$ cat config.mk
export PLATFORM = sky130hd
export DESIGN_NAME = mem_dump_tx
export DESIGN_NICKNAME = d
export VERILOG_FILES = /design/src/rtl/mem_dump_tx.sv
export SDC_FILE = /design/constraint.sdc
export NUM_CORES = 1
export LEC_CHECK = 0
export BUFFER_PORTS_ARGS = -buffer_cell sky130_fd_sc_hd__buf_2
export CORE_UTILIZATION = 50
export DETAILED_ROUTE_END_ITERATION = 8
export MAX_ROUTING_LAYER = met4
export PLACE_DENSITY = 0.73
export SLEW_MARGIN = 20
export SYNTH_ARGS = -nofsm -noshare
export SYNTH_HDL_FRONTEND = slang
export SYNTH_SLANG_ARGS = --single-unit
$ cat constraint.sdc
create_clock -name clk -period 5 [get_ports clk]
set_input_delay 0.25 -clock clk [delete_from_list [all_inputs] [get_ports clk]]
set_output_delay 0.25 -clock clk [all_outputs]
set_load 0.01 [all_outputs]
$ cat src/rtl/mem_dump_tx.sv
// Streams DUMP_BYTES consecutive bytes of a 1-cycle-latency byte RAM out over UART TX (8N1, LSB first).
// Define MEM_DUMP_CHECKSUM_EN to append a mod-256 checksum frame after the data bytes.
module mem_dump_tx #(
  parameter int CLKS_PER_BIT = 104,
  parameter int ADDR_W       = 9,
  parameter int DUMP_BYTES   = 512
) (
  input  logic              clk,
  input  logic              reset,
  input  logic              start,
  input  logic [ADDR_W-1:0] base_addr,
  output logic [ADDR_W-1:0] mem_ra,
  input  logic [7:0]        mem_rd,
  output logic              tx,
  output logic              busy,
  output logic              done
);

  localparam int BAUD_W = (CLKS_PER_BIT > 1) ? $clog2(CLKS_PER_BIT) : 1;
  localparam int CNT_W  = (DUMP_BYTES > 1) ? $clog2(DUMP_BYTES + 1) : 1;
  localparam logic [BAUD_W-1:0] BAUD_LAST = BAUD_W'(CLKS_PER_BIT - 1);
  localparam logic [CNT_W-1:0]  BYTE_LAST = CNT_W'(DUMP_BYTES - 1);

  typedef enum logic [2:0] {
    S_IDLE, S_READ, S_LATCH, S_START, S_DATA, S_STOP, S_DONE, S_CSUM
  } state_t;

  state_t            state;
  logic [ADDR_W-1:0] addr;
  logic [CNT_W-1:0]  byte_cnt;
  logic [BAUD_W-1:0] baud_cnt;
  logic [2:0]        bit_idx;
  logic [7:0]        shreg;
`ifdef MEM_DUMP_CHECKSUM_EN
  logic [7:0]        sum;
  logic              csum_phase;
`endif

  // tx is registered, so each transition loads the level of the state being entered.
  always_ff @(posedge clk) begin
    if (reset) begin
      state    <= S_IDLE;
      addr     <= '0;
      byte_cnt <= '0;
      baud_cnt <= '0;
      bit_idx  <= '0;
      shreg    <= '0;
      mem_ra   <= '0;
      tx       <= 1'b1;
      busy     <= 1'b0;
      done     <= 1'b0;
`ifdef MEM_DUMP_CHECKSUM_EN
      sum        <= '0;
      csum_phase <= 1'b0;
`endif
    end else begin
      done <= 1'b0;
      case (state)
        S_IDLE: begin
          tx <= 1'b1;
          if (start) begin
            addr     <= base_addr;
            mem_ra   <= base_addr;
            byte_cnt <= '0;
            busy     <= 1'b1;
            state    <= S_READ;
`ifdef MEM_DUMP_CHECKSUM_EN
            sum        <= '0;
            csum_phase <= 1'b0;
`endif
          end
        end
        S_READ: state <= S_LATCH;
        S_LATCH: begin
          shreg    <= mem_rd;
          baud_cnt <= '0;
          tx       <= 1'b0;
          state    <= S_START;
`ifdef MEM_DUMP_CHECKSUM_EN
          sum <= sum + mem_rd;
`endif
        end
        S_START: begin
          if (baud_cnt == BAUD_LAST) begin
            baud_cnt <= '0;
            bit_idx  <= '0;
            tx       <= shreg[0];
            state    <= S_DATA;
          end else begin
            baud_cnt <= baud_cnt + 1'b1;
          end
        end
        S_DATA: begin
          if (baud_cnt == BAUD_LAST) begin
            baud_cnt <= '0;
            if (bit_idx == 3'd7) begin
              tx    <= 1'b1;
              state <= S_STOP;
            end else begin
              bit_idx <= bit_idx + 3'd1;
              tx      <= shreg[bit_idx + 3'd1];
            end
          end else begin
            baud_cnt <= baud_cnt + 1'b1;
          end
        end
        S_STOP: begin
          if (baud_cnt == BAUD_LAST) begin
            baud_cnt <= '0;
`ifdef MEM_DUMP_CHECKSUM_EN
            if (csum_phase) begin
              done  <= 1'b1;
              state <= S_DONE;
            end else if (byte_cnt == BYTE_LAST) begin
              state <= S_CSUM;
            end else begin
              byte_cnt <= byte_cnt + 1'b1;
              addr     <= addr + 1'b1;
              mem_ra   <= addr + 1'b1;
              state    <= S_READ;
            end
`else
            if (byte_cnt == BYTE_LAST) begin
              done  <= 1'b1;
              state <= S_DONE;
            end else begin
              byte_cnt <= byte_cnt + 1'b1;
              addr     <= addr + 1'b1;
              mem_ra   <= addr + 1'b1;
              state    <= S_READ;
            end
`endif
          end else begin
            baud_cnt <= baud_cnt + 1'b1;
          end
        end
        S_DONE: begin
          busy  <= 1'b0;
          state <= S_IDLE;
        end
`ifdef MEM_DUMP_CHECKSUM_EN
        // Two cycles here keep the same idle-high gap as READ+LATCH.
        S_CSUM: begin
          if (baud_cnt == '0) begin
            baud_cnt <= BAUD_W'(1);
          end else begin
            baud_cnt   <= '0;
            shreg      <= sum;
            csum_phase <= 1'b1;
            tx         <= 1'b0;
            state      <= S_START;
          end
        end
`endif
        default: state <= S_IDLE;
      endcase
    end
  end

endmodule

# == Word-level counts from Yosys, hierarchy flattened ==
# Index checks and enable logic that the tools add are counted.
# W data, S select, Z words.
# word_totals
register_bits,43
# classes
magnitude_cmp,1
eq_ne,16
n_bitwise,2
n_addsub,4
n_reduce_logical,13
n_mux,30
# ops
cell,count
$mux W10,3
$mux W3,9
$mux W9,3
$pmux W10 S2,1
$pmux W3 S6,1
$pmux W9 S2,1
$ne A2 B2 Y1 const B,7
$pmux W7 S2,1
$eq A3 B3 Y1 const B,4
$add A10 B1 Y10 const B,1
$eq A10 B9 Y1 const B,1
$add A9 B1 Y9 const B,1
$reduce_and A4 Y1,2
$reduce_bool A2 Y1,4
$add A7 B1 Y7 const B,1
$eq A7 B7 Y1 const B,1
$mux W7,1
$eq A3 B2 Y1 const B,2
$mux W1,6
$pmux W3 S2,1
$reduce_or A3 Y1,2
$reduce_and A5 Y1,1
$lt A3 B4 Y1 const B,1
$pmux W1 S4,1
other kinds (9),10

# == Longest topological paths before layout ==
# logic_depth
depth_word,6
ltp_mapped,8
mapped_depth_nobuf,7

# == Worst setup path after synthesis ==
# OpenSTA, ideal clock, no wires.
# synth_path
path_kind,register to register
startpoint,register baud_cnt[0]
endpoint,register byte_cnt[2]
arrival_time_ns,2.028
path_slack_ns,2.901
path_stages_with_launch,9
period_less_slack_ns,2.099
required_time_ns,4.930
path_cell_list,dfxtp_1 ha_1 nand4_2 or3_1 buf_2 o31a_1 buf_2 or3_1 a21oi_1
# synth_between
elab_chain_cells,3
# synth_lines
item,line,text
from (decl),31,logic [BAUD_W-1:0] baud_cnt;
from (signal assigned),90,baud_cnt <= baud_cnt + 1'b1;
from (signal assigned),104,baud_cnt <= baud_cnt + 1'b1;
from (signal assigned),134,baud_cnt <= baud_cnt + 1'b1;
$eq A7 B7 Y1,108,if (baud_cnt == BAUD_LAST) begin
$ne A2 B2 Y1 (no source line),-,
$reduce_and A4 Y1 (no source line),-,
to (signal assigned),127,byte_cnt <= byte_cnt + 1'b1;
to (decl),30,logic [CNT_W-1:0] byte_cnt;
# Every way passes these cells.
# A chain may end at the register's enable or synchronous reset.

# == Worst setup path after layout ==
# layout_path
startpoint,register state[2]
endpoint,register byte_cnt[8]
# layout_between
elab_chain_cells,3
word_cells_on_any_way,8
# layout_lines
item,line,text
from (decl),28,state_t state;
from (signal assigned),42,state <= S_IDLE;
from (signal assigned),66,state <= S_READ;
from (signal assigned),73,S_READ: state <= S_LATCH;
$eq A3 B3 Y1 / $logic_not A3 Y1 (equally long branches),58,case (state)
$ne A2 B2 Y1 (no source line) / $reduce_bool A2 Y1 (equally long branches),-,
$reduce_and A4 Y1 (no source line),-,
# Several ways; a longest one is shown, not always the timed one.

==> flow_metrics.py <==
metrics = {
    "route": {
        "wirelength_um": 4790,
        "dr.pass1.iters": 4,
        "vias": 2094,
        "drc": 0,
        "ant_nets": 0,
        "viasPerCell": 5.88,
        "wire_per_inst_um": 13.5,
        "dr.first_iter.drc_count": 216,
    },
    "timing": {
        "worst_slew_pin_slew_ns": 0.886,
        "worst_hold_slack_ns": 0.183,
        "setup_ws_ns": 2.22,
        "fin_crit_ns": 2.78,
        "finalMaxSlewViolations": 0,
        "max_freq_mhz": 359,
        "rsz0062_at_grt": "false",
        "final.period_utilization_pct": 55.7,
        "setup_violations": 0,
        "tns_ns": 0,
        "fin_worst_skew_ns": 0.00208,
        "finalHoldViolations": 0,
        "slew-limit-headroom_pct": 40.7,
    },
    "synth": {
        "synth_top_area_share_pct": 38.1,
        "synthFlopType": "dfxtp_1",
        "synth.area.top_cells": "dfxtp_1 (38%), nor2_1 (7.0%), a21oi_1 (4.9%)",
        "synth_nets": 306,
        "netlist_instances": 281,
        "synth_cell_types": 45,
        "yosysWarningCount": 0,
        "syn_area_um2": 2260,
        "ys_seq_area_share_pct": 38.1,
        "synth_top_area_cell": "dfxtp_1",
        "ys_ff_latch": 43,
        "synth_edf_count": 0,
        "async_reset_ff_share_pct": 0,
        "avgSynthCellArea_um2": 8.04,
    },
    "die": {
        "start_util_pct": 51.9,
        "die_y_um": 69.2,
        "pin_count": 32,
        "die_w_um": 69.2,
        "rows": 24,
        "core_area_um2": 4350,
        "die_area_um2": 4790,
    },
    "grt": {
        "grt_overflow": 0,
        "track_usage_pct": 21.0,
        "antenna_found_initial": 0,
        "grt_pass1_vias": 1758,
        "grt_pass1_wl_um": 8020,
        "grt_start_max_net_pins": 37,
    },
    "hold_path": {
        "hp-class": "input pin to flop",
    },
    "setup_path": {
        "cp-start-kind": "flop",
        "crit_start": "state[2]",
        "timing.rr.start": "state[2]",
        "cp_max_fo": 27,
        "worstPathArrival_ns": 3.01,
        "reg2reg_depth": 4,
        "regToRegEndpoint": "byte_cnt[8]",
        "path_class": "flop to flop",
        "worstSetupEndpoint": "byte_cnt[8]",
        "r2r_slack_ns": 2.22,
        "end_kind": "flop",
        "worstPathRequired_ns": 5.23,
    },
    "final_layout": {
        "diodes": 0,
        "area_delta_synth_final_pct": 13.0,
        "layout.cells.non_filler": 356,
        "nNetsFinal": 328,
        "drive_gt1_share_pct": 14.1,
    },
    "clock_network": {
        "cts_sinks": 43,
        "cts.clk_slew.worst_paths_ns": 0.08,
        "post_cts_buffers": 0,
        "worstSkewPairLatency_ns": 0.30,
        "cts_made_buffers": 5,
        "hold_buffers": 0,
        "cts_tree": "done",
        "clock-root-buffer": "clkbuf_8",
        "clock_path_buffers": 2,
        "htree_levels": 2,
        "cts_resized": 0,
    },
    "placement": {
        "post-place-ws_ns": 2.23,
        "dp_cells": 348,
        "dp_hpwl_um": 3160,
        "gp_congestion": 0.822,
        "numPortBuffers": 31,
    },
    "run": {
        "cap_violations": 0,
    },
    "power": {
        "peakVddDrop_uv": 227,
        "power_leakage_nw": 1.00,
        "power.total_w": 0.00109,
        "p_per_area_nw_per_um2": 426,
    },
    "outcome": {
        "status": "complete, no violations",
    },
}
## worst max-delay path, cell delays in order (launching register included)
cell,delay [ns]
dfxtp_1,0.67
nand3b_1,0.59
o31a_1,0.73
or4_1,0.57
a21oi_1,0.15
## kinds of logic after synthesis
group                      synth area share (%)
and+or+nand+nor                            26.0
AOI/OAI and AO/OA                          21.0
DFF                                        38.1
buffers and inverters                      4.10
muxes                                      6.87
adders and majority gates                  2.77
xor gates and xnor gates                   1.16
## layer usage
metal	vias to the layer above	track usage (%)	share of wire (%)
li1	1077	-	-
met1	961	27.8	51
met2	51	32.1	44
met3	5	4.36	4.1
met4	0	7.03	0.96
met5	-	-	0
## power by group
part           internal, W  total [W]  switching, W
clock             0.000199   0.000326      0.000126
combinational     0.000126   0.000304      0.000178
sequential        0.000391   0.000457     0.0000654
## how the worst min path moves through the flow
stage / slack [ns] / endpoint / start / cells past startpoint
2_1_floorplan: 0.40 / shreg[2] / mem_rd[2] / 2
3_3_place_gp: 0.46 / byte_cnt[9] / byte_cnt[9] / 2
3_5_place_dp: 0.47 / byte_cnt[1] / byte_cnt[1] / 2
4_1_cts: 0.17 / shreg[0] / mem_rd[0] / 3
5_1_grt: 0.17 / shreg[4] / mem_rd[4] / 3
6_report: 0.18 / shreg[7] / mem_rd[7] / 3
## area by class of cell
type | instances | area [um2]
sequential | 43 | 861
fill | 390 | 1800
clock buffer | 5 | 68.8
tap | 52 | 65.1
clock inverter | 3 | 67.6
multi-input combinational | 215 | 1310
inverter | 6 | 22.5
timing repair buffer | 32 | 163
## cells in the final DEF (no fill, tap or decap), types with 8 or more instances in the layout
cell type	n
dfxtp_1	43
nor2_1	42
buf_2	31
nand2_1	24
a21oi_1	22
o21ai_0	18
mux2i_1	11
o31ai_1	8
nand3_1	8
## state kept, by name, indices dropped and copies added, names as in the netlist
name and count:
shreg 8, baud_cnt 7, done 1, byte_cnt 10, busy 1, addr 9
tx 1, state 3, bit_idx 3
## cell usage after synthesis (all sizes together) (7+ instances only)
| cell | count |
|---|---|
| buf | 8 |
| dfxtp | 43 |
| and3 | 7 |
| nor2 | 42 |
| o31ai | 8 |
| a21oi | 22 |
| nand2 | 24 |
| nor3 | 7 |
| o21ai | 18 |
| mux2i | 11 |
| nand3 | 8 |
| clkbuf | 9 |
## stage by stage
step | instance area, um2 | utilization, %
global placement | 2420 | 55.5
CTS | 2550 | 58.6
finish | 2550 | 58.6
floorplan | 2260 | -
detailed placement | 2420 | 55.5
global route | 2550 | 58.6
(Power assumes the default switching activity.)
